$ cat src/rtl/button_debouncer_if.sv
// rtl/button_debouncer_if.sv - signal bundle between a push-button pin and its debouncer
//
// Purpose: groups the raw pin and the conditioned outputs of one button.
// Signals:
//   btn_raw  raw button pin, asynchronous, may bounce
//   clean    debounced level
//   press    one-cycle pulse on a debounced 0->1 transition (0 when the pulse build is off)
// Modports:
//   master   drives the pin, observes the conditioned outputs (board / testbench side)
//   slave    the debouncer itself
interface button_debouncer_if;
   logic btn_raw;
   logic clean;
   logic press;

   modport master (output btn_raw, input clean, input press);
   modport slave  (input btn_raw, output clean, output press);
endinterface

$ cat src/rtl/button_debouncer.sv
// rtl/button_debouncer.sv - synchroniser and bounce filter for one mechanical push-button
//
// Purpose: brings the asynchronous button pin into the clk domain through a
// two-flop synchroniser, then requires STABLE_CYCLES consecutive cycles at a
// new level before the registered clean output follows it.
// Parameters:
//   STABLE_CYCLES  qualification length in clk cycles (>= 2)
//   CNT_W          counter width, 2**CNT_W > STABLE_CYCLES-1
// Ports:
//   clk    system clock, rising edge
//   reset  asynchronous active-low reset
//   bus    button_debouncer_if.slave: btn_raw in, clean / press out
// Build option:
//   DEBOUNCE_PULSE_EN  when defined, press pulses for one cycle on the same edge
//                      clean goes 0->1; when undefined press is tied to 0.
module button_debouncer #(
   parameter int STABLE_CYCLES = 1_000_000,
   parameter int CNT_W         = 20
) (
   input  logic                 clk,
   input  logic                 reset,
   button_debouncer_if.slave    bus
);

   typedef enum logic [1:0] {
      STABLE_LO = 2'd0,
      WAIT_HI   = 2'd1,
      STABLE_HI = 2'd2,
      WAIT_LO   = 2'd3
   } state_t;

   localparam logic [CNT_W-1:0] CNT_LAST = CNT_W'(STABLE_CYCLES - 1);

   logic             sync1;
   logic             sync2;
   state_t           state;
   logic [CNT_W-1:0] cnt;
   logic             clean_q;

   always_ff @(posedge clk or negedge reset) begin
      if (!reset) begin
         sync1   <= 1'b0;
         sync2   <= 1'b0;
         state   <= STABLE_LO;
         cnt     <= '0;
         clean_q <= 1'b0;
      end else begin
         sync1 <= bus.btn_raw;
         sync2 <= sync1;

         case (state)
            STABLE_LO: begin
               clean_q <= 1'b0;
               cnt     <= '0;
               if (sync2) state <= WAIT_HI;
            end
            WAIT_HI: begin
               if (!sync2) begin
                  // bounce: give up and demand a full qualification next time
                  state <= STABLE_LO;
                  cnt   <= '0;
               end else if (cnt == CNT_LAST) begin
                  state   <= STABLE_HI;
                  clean_q <= 1'b1;
                  cnt     <= '0;
               end else begin
                  cnt <= cnt + 1'b1;
               end
            end
            STABLE_HI: begin
               clean_q <= 1'b1;
               cnt     <= '0;
               if (!sync2) state <= WAIT_LO;
            end
            WAIT_LO: begin
               if (sync2) begin
                  state <= STABLE_HI;
                  cnt   <= '0;
               end else if (cnt == CNT_LAST) begin
                  state   <= STABLE_LO;
                  clean_q <= 1'b0;
                  cnt     <= '0;
               end else begin
                  cnt <= cnt + 1'b1;
               end
            end
            default: begin
               state   <= STABLE_LO;
               cnt     <= '0;
               clean_q <= 1'b0;
            end
         endcase
      end
   end

   assign bus.clean = clean_q;

`ifdef DEBOUNCE_PULSE_EN
   logic press_q;

   // Fires on exactly the edge where WAIT_HI completes, i.e. the edge clean rises.
   always_ff @(posedge clk or negedge reset) begin
      if (!reset) begin
         press_q <= 1'b0;
      end else begin
         press_q <= (state == WAIT_HI) && sync2 && (cnt == CNT_LAST);
      end
   end

   assign bus.press = press_q;
`else
   assign bus.press = 1'b0;
`endif

endmodule

$ cat src/flat_wrapper.sv
// flat-port wrapper written by rule: the top's interface ports become plain ports
module button_debouncer_flat 
#(
   parameter int STABLE_CYCLES = 1_000_000,
   parameter int CNT_W         = 20
)
  (clk, reset, bus_btn_raw, bus_clean, bus_press);
  button_debouncer_if bus_i ();
  input  logic clk;
  input  logic reset;
  input wire logic [$bits(bus_i.btn_raw)-1:0] bus_btn_raw;
  output wire logic [$bits(bus_i.clean)-1:0] bus_clean;
  output wire logic [$bits(bus_i.press)-1:0] bus_press;
  assign bus_i.btn_raw = bus_btn_raw;
  assign bus_clean = bus_i.clean;
  assign bus_press = bus_i.press;
  button_debouncer #(.STABLE_CYCLES(STABLE_CYCLES), .CNT_W(CNT_W)) u_core (.clk(clk), .reset(reset), .bus(bus_i));
endmodule
$ cat config.mk
export PLATFORM = sky130hd
export DESIGN_NAME = button_debouncer_flat
export DESIGN_NICKNAME = d
export VERILOG_FILES = /design/src/rtl/button_debouncer_if.sv /design/src/rtl/button_debouncer.sv /design/src/flat_wrapper.sv
export SDC_FILE = /design/constraint.sdc
export NUM_CORES = 1
export LEC_CHECK = 0
export ABC_AREA = 1
export BUFFER_PORTS_ARGS = -buffer_cell sky130_fd_sc_hd__buf_2
export CORE_ASPECT_RATIO = 2
export CORE_MARGIN = 5
export CORE_UTILIZATION = 23
export DETAILED_ROUTE_END_ITERATION = 7
export HOLD_SLACK_MARGIN = 0.05
export MAX_ROUTING_LAYER = met4
export SLEW_MARGIN = 10
export SYNTH_ARGS = -nofsm -noshare
export SYNTH_HDL_FRONTEND = slang
export SYNTH_SLANG_ARGS = --single-unit
$ cat constraint.sdc
create_clock -name clk -period 3.4 [get_ports clk]
set_input_delay 0.17 -clock clk [delete_from_list [all_inputs] [get_ports clk]]
set_output_delay 0.17 -clock clk [all_outputs]
set_load 0.03 [all_outputs]
* Yosys cells after proc, flatten, opt, wreduce, memory -nomap -nowiden
Index checks and enable logic that the tools add are counted.
** Cells by class
- Add/subtract/negate cells :: 1
- Multiply operators :: 0
- Div/mod/pow operators :: 0
- $lt $le $gt $ge :: 0
- Equal/unequal tests :: 12
- Shift-type cells :: 0
- Mux-type cells :: 16
- Bitwise logic cells :: 0
- Reduce and logical (&&, ||, !) cells :: 4
** Operators by type and width (number)
- 20-bit 2-to-1 mux :: 3
- 20-bit one-hot mux with 3 select lines :: 1
- 20-bit by 1-bit adder with 20-bit output (second input constant) :: 1
- 20-bit == test (second input constant) :: 1
- 2-bit 2-to-1 mux :: 6
- 2-bit by 1-bit != test with 1-bit output (second input constant) :: 4
- 2-bit one-hot mux with 4 select lines :: 1
- 4-bit AND reduction :: 2
- 2-bit == test (second input constant) :: 2
- 1-bit 2-to-1 mux :: 4
- 2-bit != test (second input constant) :: 2
- 1-bit one-hot mux with 4 select lines :: 1
- 3-bit by 1-bit != test with 1-bit output (second input constant) :: 1
- 3-bit != test (second input constant) :: 1
- 2-bit by 1-bit == test with 1-bit output (second input constant) :: 1
- 2-bit logical NOT :: 1
- 2-bit OR reduction :: 1
** Word-level totals
- Flip-flop bits (word level) :: 25
- Bits in latches :: 0
- Memory bits (writable) :: 0
- Bits in read-only memories :: 0
- Input bits :: 3
- Output and inout port bits :: 2
- Word-level logic and storage cells :: 38
- Memories kept :: 0

* Longest topological paths before layout
Gate-level depths: netlist of run 1.
- Depth after elaboration :: 4
- Gate-level depth with buffers :: 10
- Gate-level depth less buffers :: 10

* Worst setup path after synthesis of run 1
OpenSTA, ideal clock, no wires.
- Kind :: register to register
- Start :: register u_core.cnt[0]
- End :: register u_core.cnt[16]
- Setup time :: 115 ps
- Arrival time :: 1319 ps
- Data required time :: 3285 ps
- Slack :: 1966 ps
- Stages on the path, launching flop included :: 11
- Path buffers :: 0
- Clock period less this slack :: 1434 ps
- Cell sequence :: dfrtp_1 > ha_1 > nand2_2 > nor2_4 > nand2_2 > nor2_4 > nand2_2 > nor2_4 > nand2_1 > nand2_1 > nor2_2
** On the way
- Cells in the longest elaborated chain, start to end :: 4
- Elaborated cells between the ends (all ways) :: 6
- Those cells by class :: add/sub (1); eq/ne (1); mux (4)
** RTL lines
- start: declaration :: line button_debouncer.sv:37 : logic [CNT_W-1:0] cnt;
- start signal: assignment :: line button_debouncer.sv:67 : cnt <= cnt + 1'b1;
- start signal: assignment :: line button_debouncer.sv:84 : cnt <= cnt + 1'b1;
- 20-bit by 1-bit adder with 20-bit output / 20-bit == test (equally long branches)
- 20-bit 2-to-1 mux * :: line button_debouncer.sv:62, button_debouncer.sv:79
- 20-bit 2-to-1 mux, on equally long branches :: line button_debouncer.sv:76, button_debouncer.sv:58
- 20-bit one-hot mux with 3 select lines * :: line button_debouncer.sv:51 : case (state)
Every way passes the cells marked *; elsewhere a longest branch is shown, timed or not.
A chain may end at the register's enable or synchronous reset.

* Worst setup path after layout of run 1
- Start :: register u_core.cnt[0]
- End :: register u_core.cnt[10]
Same word-level chain as after synthesis.

==> metrics.md, run 1 <==
| Metric | Value |
|---|---|
| Synth-to-layout area growth | 13.46% |
| Placed Instances | roughly 280 |
| CP Launch Type | flop |
| Slew Limit Fails | 0 |
| Worst relative slew slack | about three fifths |
| Placer Congestion | about 0.85 |
| Largest net degree at the start of global routing | 26 |
| Diode count | 0 |
| Yosys cell types | 28 |
| Crit end category | flop |
| Post-Synth XOR/XNOR Area | roughly 4.0% |
| Pwr per Cell Area | between 400 and 500 mW/mm^2 |
| Crit path max-delay family | flip-flops |
| Mux cell area share after synthesis | less than 1% |
| Post-Syn Area | 0.001534 mm^2 |
| FFs w/ async S/R, synth | 100.0% |
| Post-Layout Cell Count | between 200 and 300 |
| Final Util | 26.50% |
| H-tree Lvls | 1 |
| Fill cells | between 700 and 800 |
| Synth Area in Compound Gates | ~4.4% |
| Number of gates resized after cts | 0 |
| Final Hold Vio Count | 0 |
| Post-Syn Nets | approximately 200 |
| Pleak | around 0.72 nW |
| Post-Syn Area per Cell | between 7 and 8 um^2 |
| Final wirelength | about 3200 um |
| Worst Hold Class | reg -> reg |
| Setup bufs post-CTS | 0 |
| Least-Margin Pin Slew | 588.8 ps |
| Pre-CTS setup slack | between 1500 and 2000 ps |
| WS Path Type | reg -> reg |
| Crit-path cells | ha_1 > nand3_2 > clkinv_1 > nand4_2 > o21ai_4 > nor2_1 |
| Worst hold path endpoint | u_core.sync2 |
| Worst setup margin | between 1500 and 2000 ps |
| Clock Path Buffers | 2 |
| Setup violators final | 0 |
| CP max stage cell | dfrtp_1 |
| Global-route usage over all layers | under 10% |
| Post-DP HPWL | between 2000 and 3000 um |
| Simple-gate area share of the yosys netlist | 37.60% |
| Final non-filler cell area | 0.001740 mm^2 |
| Clock Tree Root | clkbuf_16 |
| Flop-to-flop setup slack | 1720 ps |
| Routed len/inst | 11.31 um |
| Post-synth top area share | 40.78% |
| Status | complete, no violations |
| Placed cell area | approximately 0.0016 mm^2 |
| Starting Density | between 20% and 30% |
| Post-Synth Adder-Cell Area | 5.710% |
| Ys flop type | dfrtp_1 |
| Core area | ~0.0066 mm^2 |
| Seq. cell area | about 630 um^2 |
| Die Area | between 0.008 and 0.009 mm^2 |
| Clock latency on the worst-skew pair | 260 ps |
| Chip Height | approximately 130 um |
| Hold Path Cell Cnt | 0 |
| RSZ-0062 raised after global routing | false |
| DR vias | about 1200 |
| Commonest cells post-synth | nand2_1, nor2_1, dfrtp_1, inv_1, nand3_1 |
| Row cnt | 42 |
| EDFF count, synth | 0 |
| Critical path peak fanout | 16 |
| Max-cap violations | 0 |
| Dominant cell by count in the synthesized netlist | nand2_1 |
| DRT Pass-1 Iters | 4 |
| CTS Buf Count | 3 |
| # hold bufs at CTS | 2 |
| Total congestion overflow | 0 |
| CTS clk-pin slew, worst paths | ~60 ps |
| Initial antenna violation count | 0 |
| Top achievable clock speed | 595.7 MHz |
| Slowest stage delay, CP | ~430 ps |
| Setup Skew | around 2.4 ps |
| First-pass GRT wire length | 5644 um |
| Count of nets after finishing | 210 |
| Reg-to-Reg End | u_core.cnt[10] |
| Hold_sp | u_core.sync1 |
| Critical Path RT | ~3500 ps |
| Port bufs | 3 |
| Ports | 5 |
| Post-route DRC | 0 |
| DR vias/cell | about 4.2 |
| Crit path time final | 1679 ps |
| Critical R2R Launch | u_core.cnt[0] |
| Largest family of logic cells by synthesized area | simple AND/OR/NAND/NOR gates |
| Warnings from Yosys | 0 |
| Final TNS setup | 0 ps |
| Iter 0 DRT Violations | 55 |
| Worst vdd ir | between 0.15 and 0.2 mV |
| Critical Path AT | roughly 1800 ps |
| Die W | slightly below 70 um |
| Synth Instances | about 190 |
| CTS tree | built |
| Share of cells above drive strength 1 | 17.09% |
| Clk sink count | 25 |
| Final Cycle Share | between 40% and 50% |
| Area leader, netlist | dfrtp_1 |
| Sequential area share after synthesis | 40.78% |
| CP bufs+invs | 1 |
| Worst reg2reg path depth | 6 |
| Vias in the first global route | approximately 1200 |
| Footprint of the multi-input gates | about 810 um^2 |
| Synth area leaders | dfrtp_1, nand2_1, nor2_1 |
| Detail Route Antenna Nets | 0 |
| Synth Register Bits | 25 |
==> cell type report <==
class,instances,area share (%)
clock buffers,3,4.313
clock inverters,1,0.2876
inverters,22,4.745
multi-input cells,143,46.37
flip-flops and latches,25,35.95
well taps,88,6.326
repair buffers,5,2.013
==> stage by stage <==
step | hold WS [ps] | power (mW)
floorplan | -125.6 | 0.5468
global placement | 211.4 | 0.5902
detailed placement | 214.7 | 0.5942
CTS | 352.1 | 0.8647
global route | 367.0 | 0.9133
finish | 349.1 | 0.8527
==> worst max path at each step <==
stage                     cells after the start          start             end
after floorplan                              10  u_core.cnt[0]  u_core.cnt[16]
after global placement                        6  u_core.cnt[0]  u_core.cnt[10]
after detailed placement                      6  u_core.cnt[0]  u_core.cnt[14]
after CTS                                     6  u_core.cnt[0]  u_core.cnt[14]
after global routing                          6  u_core.cnt[0]  u_core.cnt[19]
final                                         6  u_core.cnt[0]  u_core.cnt[10]
==> kinds of logic after synthesis <==
logic type	count (synthesis)
buf+inv	24
simple gates	118
other cells	1
compound gates	9
fa+ha+maj	7
xor+xnor	7
flops	25
mux	1
==> metal layers <==
metal	GRT usage (%)	wire, um	share of wire (%)	vias to the layer above
met5	-	0	0	-
met4	4.785	127	3.9	0
met3	1.706	76	2.3	9
met2	16.37	1879	58	15
met1	8.221	1162	36	580
li1	-	-	-	608
==> worst reg2reg max path, cell delays in order (launching register included) <==
cell      delay [ps]
dfrtp_1          430
ha_1             250
nand3_2          130
clkinv_1          80
nand4_2          130
o21ai_4          420
nor2_1           110
==> power breakdown <==
group          internal, mW  switching [mW]
clock                 0.159           0.107
sequential            0.325          0.0310
combinational        0.0806           0.150
total                 0.565           0.288
==> cells in the final DEF (no fill, tap or decap) <==
master | synthesis | layout
nand2_2 | 5 | 5
nor2_2 | 4 | 4
o21ai_4 | 1 | 1
inv_1 | 18 | 18
nor2_1 | 35 | 35
clkinv_1 | 1 | 1
a21oi_2 | 1 | 1
inv_2 | 3 | 3
nand4_1 | 4 | 4
nand3_2 | 3 | 3
buf_2 | 0 | 3
o21bai_2 | 1 | 1
dfrtp_1 | 25 | 25
nor2_4 | 6 | 6
nand2_1 | 41 | 41
dlygate4sd3_1 | 0 | 2
a31oi_1 | 1 | 1
or2_2 | 2 | 2
nor3b_1 | 1 | 1
nand3_1 | 9 | 9
a21oi_1 | 4 | 4
nor3_1 | 7 | 7
xor2_1 | 7 | 7
mux2i_1 | 1 | 1
o21ai_1 | 1 | 1
ha_1 | 7 | 7
clkinv_2 | 0 | 1
nand4_2 | 1 | 1
clkbuf_16 | 0 | 3
conb_1 | 1 | 1
==> state kept, by name, indices dropped and copies added (netlist names), named ones only <==
name,cells
u_core.cnt,20
u_core.bus.clean,1
u_core.state,1
u_core.sync1,1
u_core.sync2,1
Power figures use the tool's default switching activity.
==> inputs of run 2 (changes only) <==
- clock period: 3.4 -> 1.8 ns (I/O delays scaled with it)
==> metrics.md, run 2 (synthesized netlist as in run 1, its figures left out) <==
| Metric | Value |
|---|---|
| Placer Congestion | about 0.83 |
| Post-DP HPWL | about 2700 um |
| Synth-to-layout area growth | 15.25% |
| Most common cell after layout, fill and taps aside | nand2_1 |
| Critical path peak fanout | 5 |
| Critical Path AT | between 1500 and 2000 ps |
| Placed Instances | ~280 |
| Ports | 5 |
| Clock latency on the worst-skew pair | 270 ps |
| Vias in the first global route | around 1300 |
| Cell internal pwr | 1.115 mW |
| Post-Layout Cell Count | around 290 |
| Worst Hold Class | in -> async |
| Global-route usage over all layers | 9.688% |
| Status | complete, no violations |
| Clock Tree Root | clkbuf_16 |
| Share of cells above drive strength 1 | between 10% and 20% |
| Fill cells | 720 |
| Worst relative slew slack | 62.12% |
| Top achievable clock speed | 622.8 MHz |
| Pre-CTS setup slack | ~120 ps |
| Pleak | 0.7381 nW |
| Final wirelength | between 3000 and 4000 um |
| Post-route DRC | 0 |
| Die W | roughly 68 um |
| Count of nets after finishing | between 200 and 250 |
| Biggest register | u_core.cnt |
| Core area | between 0.006 and 0.007 mm^2 |
| Iter 0 DRT Violations | 30 |
| Final Hold Vio Count | 0 |
| Least-Margin Pin Slew | 568.3 ps |
| Max-cap violations | 0 |
| CTS clk-pin slew, worst paths | roughly 60 ps |
| Diode count | 0 |
| DRT Pass-1 Iters | 4 |
| Setup Skew | 3.315 ps |
| Max FFs per register | 20 |
| Crit path time final | about 1600 ps |
| Final TNS setup | 0 ps |
| CP Launch Type | flop |
| CTS tree | built |
| Sw power | around 0.57 mW |
| Routed len/inst | approximately 12 um |
| Worst vdd ir | 0.3250 mV |
| Final Cycle Share | 89.20% |
| First-pass GRT wire length | between 5000 and 6000 um |
| Clk sink count | 25 |
| Worst setup margin | roughly 200 ps |
| H-tree Lvls | 1 |
| Sequential Power Share | roughly two fifths |
| Flop-to-flop setup slack | approximately 190 ps |
| Highest-count cells in the layout ignoring fill and taps | nand2_1, nor2_1, dfrtp_1, inv_1, nand3_1 |
| Power share of the clock group | 30.3% |
| Number of gates resized after cts | 0 |
| Largest net degree at the start of global routing | 26 |
| Initial antenna violation count | 0 |
| Starting Density | between 20% and 30% |
| Switching share of power | around a third |
| WS Path Type | reg -> reg |
| Port bufs | 3 |
| RSZ-0062 raised after global routing | false |
| Detail Route Antenna Nets | 0 |
| DR vias | around 1300 |
| Footprint of the multi-input gates | 807.0 um^2 |
| Pwr per Cell Area | between 900 and 1000 mW/mm^2 |
| Setup violators final | 0 |
| CTS Buf Count | 3 |
| Row cnt | 42 |
| Seq. cell area | approximately 630 um^2 |
| DR vias/cell | roughly 4.4 |
| Chip Height | between 100 and 150 um |
| Clock Path Buffers | 2 |
| Comb pwr share | 29.8% |
| Die Area | about 0.0085 mm^2 |
| Slew Limit Fails | 0 |
| Total congestion overflow | 0 |
| Critical Path RT | a little under 2000 ps |
| Crit end category | flop |
[run 2: cell count changes in the layout (fill, tap and decap cells not counted)]
cell | before | now
buf_12 | 0 | 1
buf_4 | 0 | 1
[run 2: timing repair]
action,4_1_cts,5_1_grt
buffers inserted,0,1
hold buffers,2,0
endpoints found under the setup margin,0,1
hold endpoints to repair,26,0
[run 2: critical path, stage by stage, from the launching register on]
cell	delay, ps
dfrtp_1	420
ha_1	250
nand2_2	100
nor2_4	170
inv_2	60
nor2_4	130
nand3_2	80
nor2_2	120
nand2_1	60
nand2_1	70
nor2_1	40
[run 2: cell type report]
cell class	instances	area share [%]
sequential	25	35.39
multi-input combinational	143	45.65
clock inverter	1	0.2831
clock buffer	3	4.246
tap	88	6.228
timing repair buffer	7	3.539
inverter	22	4.671
[run 2: metal layers]
metal | up-vias | global-route usage (%) | share of wire (%)
met3 | 22 | 1.616 | 2.8
met5 | - | - | 0
met4 | 0 | 9.330 | 8.8
met2 | 28 | 17.12 | 56
li1 | 618 | - | -
met1 | 601 | 7.654 | 32
[run 2: worst paths after layout]
path / from / endpoint / cells past startpoint
worst max register to register: u_core.cnt[0] / u_core.cnt[18] / 10
worst max-delay path: u_core.cnt[0] / u_core.cnt[18] / 10
max in group asynchronous: reset / u_core.cnt[7] / 2
worst min register to register: u_core.sync1 / u_core.sync2 / 0
min in group clk: u_core.sync1 / u_core.sync2 / 0
worst min-delay path: reset / u_core.bus.clean / 2
[run 2: metrics by stage]
| step | total power, mW | utilization [%] | cell area, um^2 | hold slack (ps) |
|---|---|---|---|---|
| after floorplan | 1.033 | - | 1534 | -205.6 |
| after global placement | 1.132 | 25.09 | 1648 | 129.0 |
| after detailed placement | 1.148 | 25.09 | 1648 | 130.1 |
| after CTS | 1.672 | 26.61 | 1748 | 355.3 |
| after global routing | 1.793 | 26.91 | 1768 | 370.7 |
| final | 1.681 | 26.91 | 1768 | 345.1 |
[run 2: power groups by stage]
stage                     registers (mW)  logic [mW]  clock network, mW
final                              0.672       0.500              0.509
after global routing               0.680       0.561              0.552
after detailed placement           0.684       0.464                  0
after global placement             0.681       0.451                  0
after CTS                          0.672       0.469              0.532
after floorplan                    0.695       0.338                  0
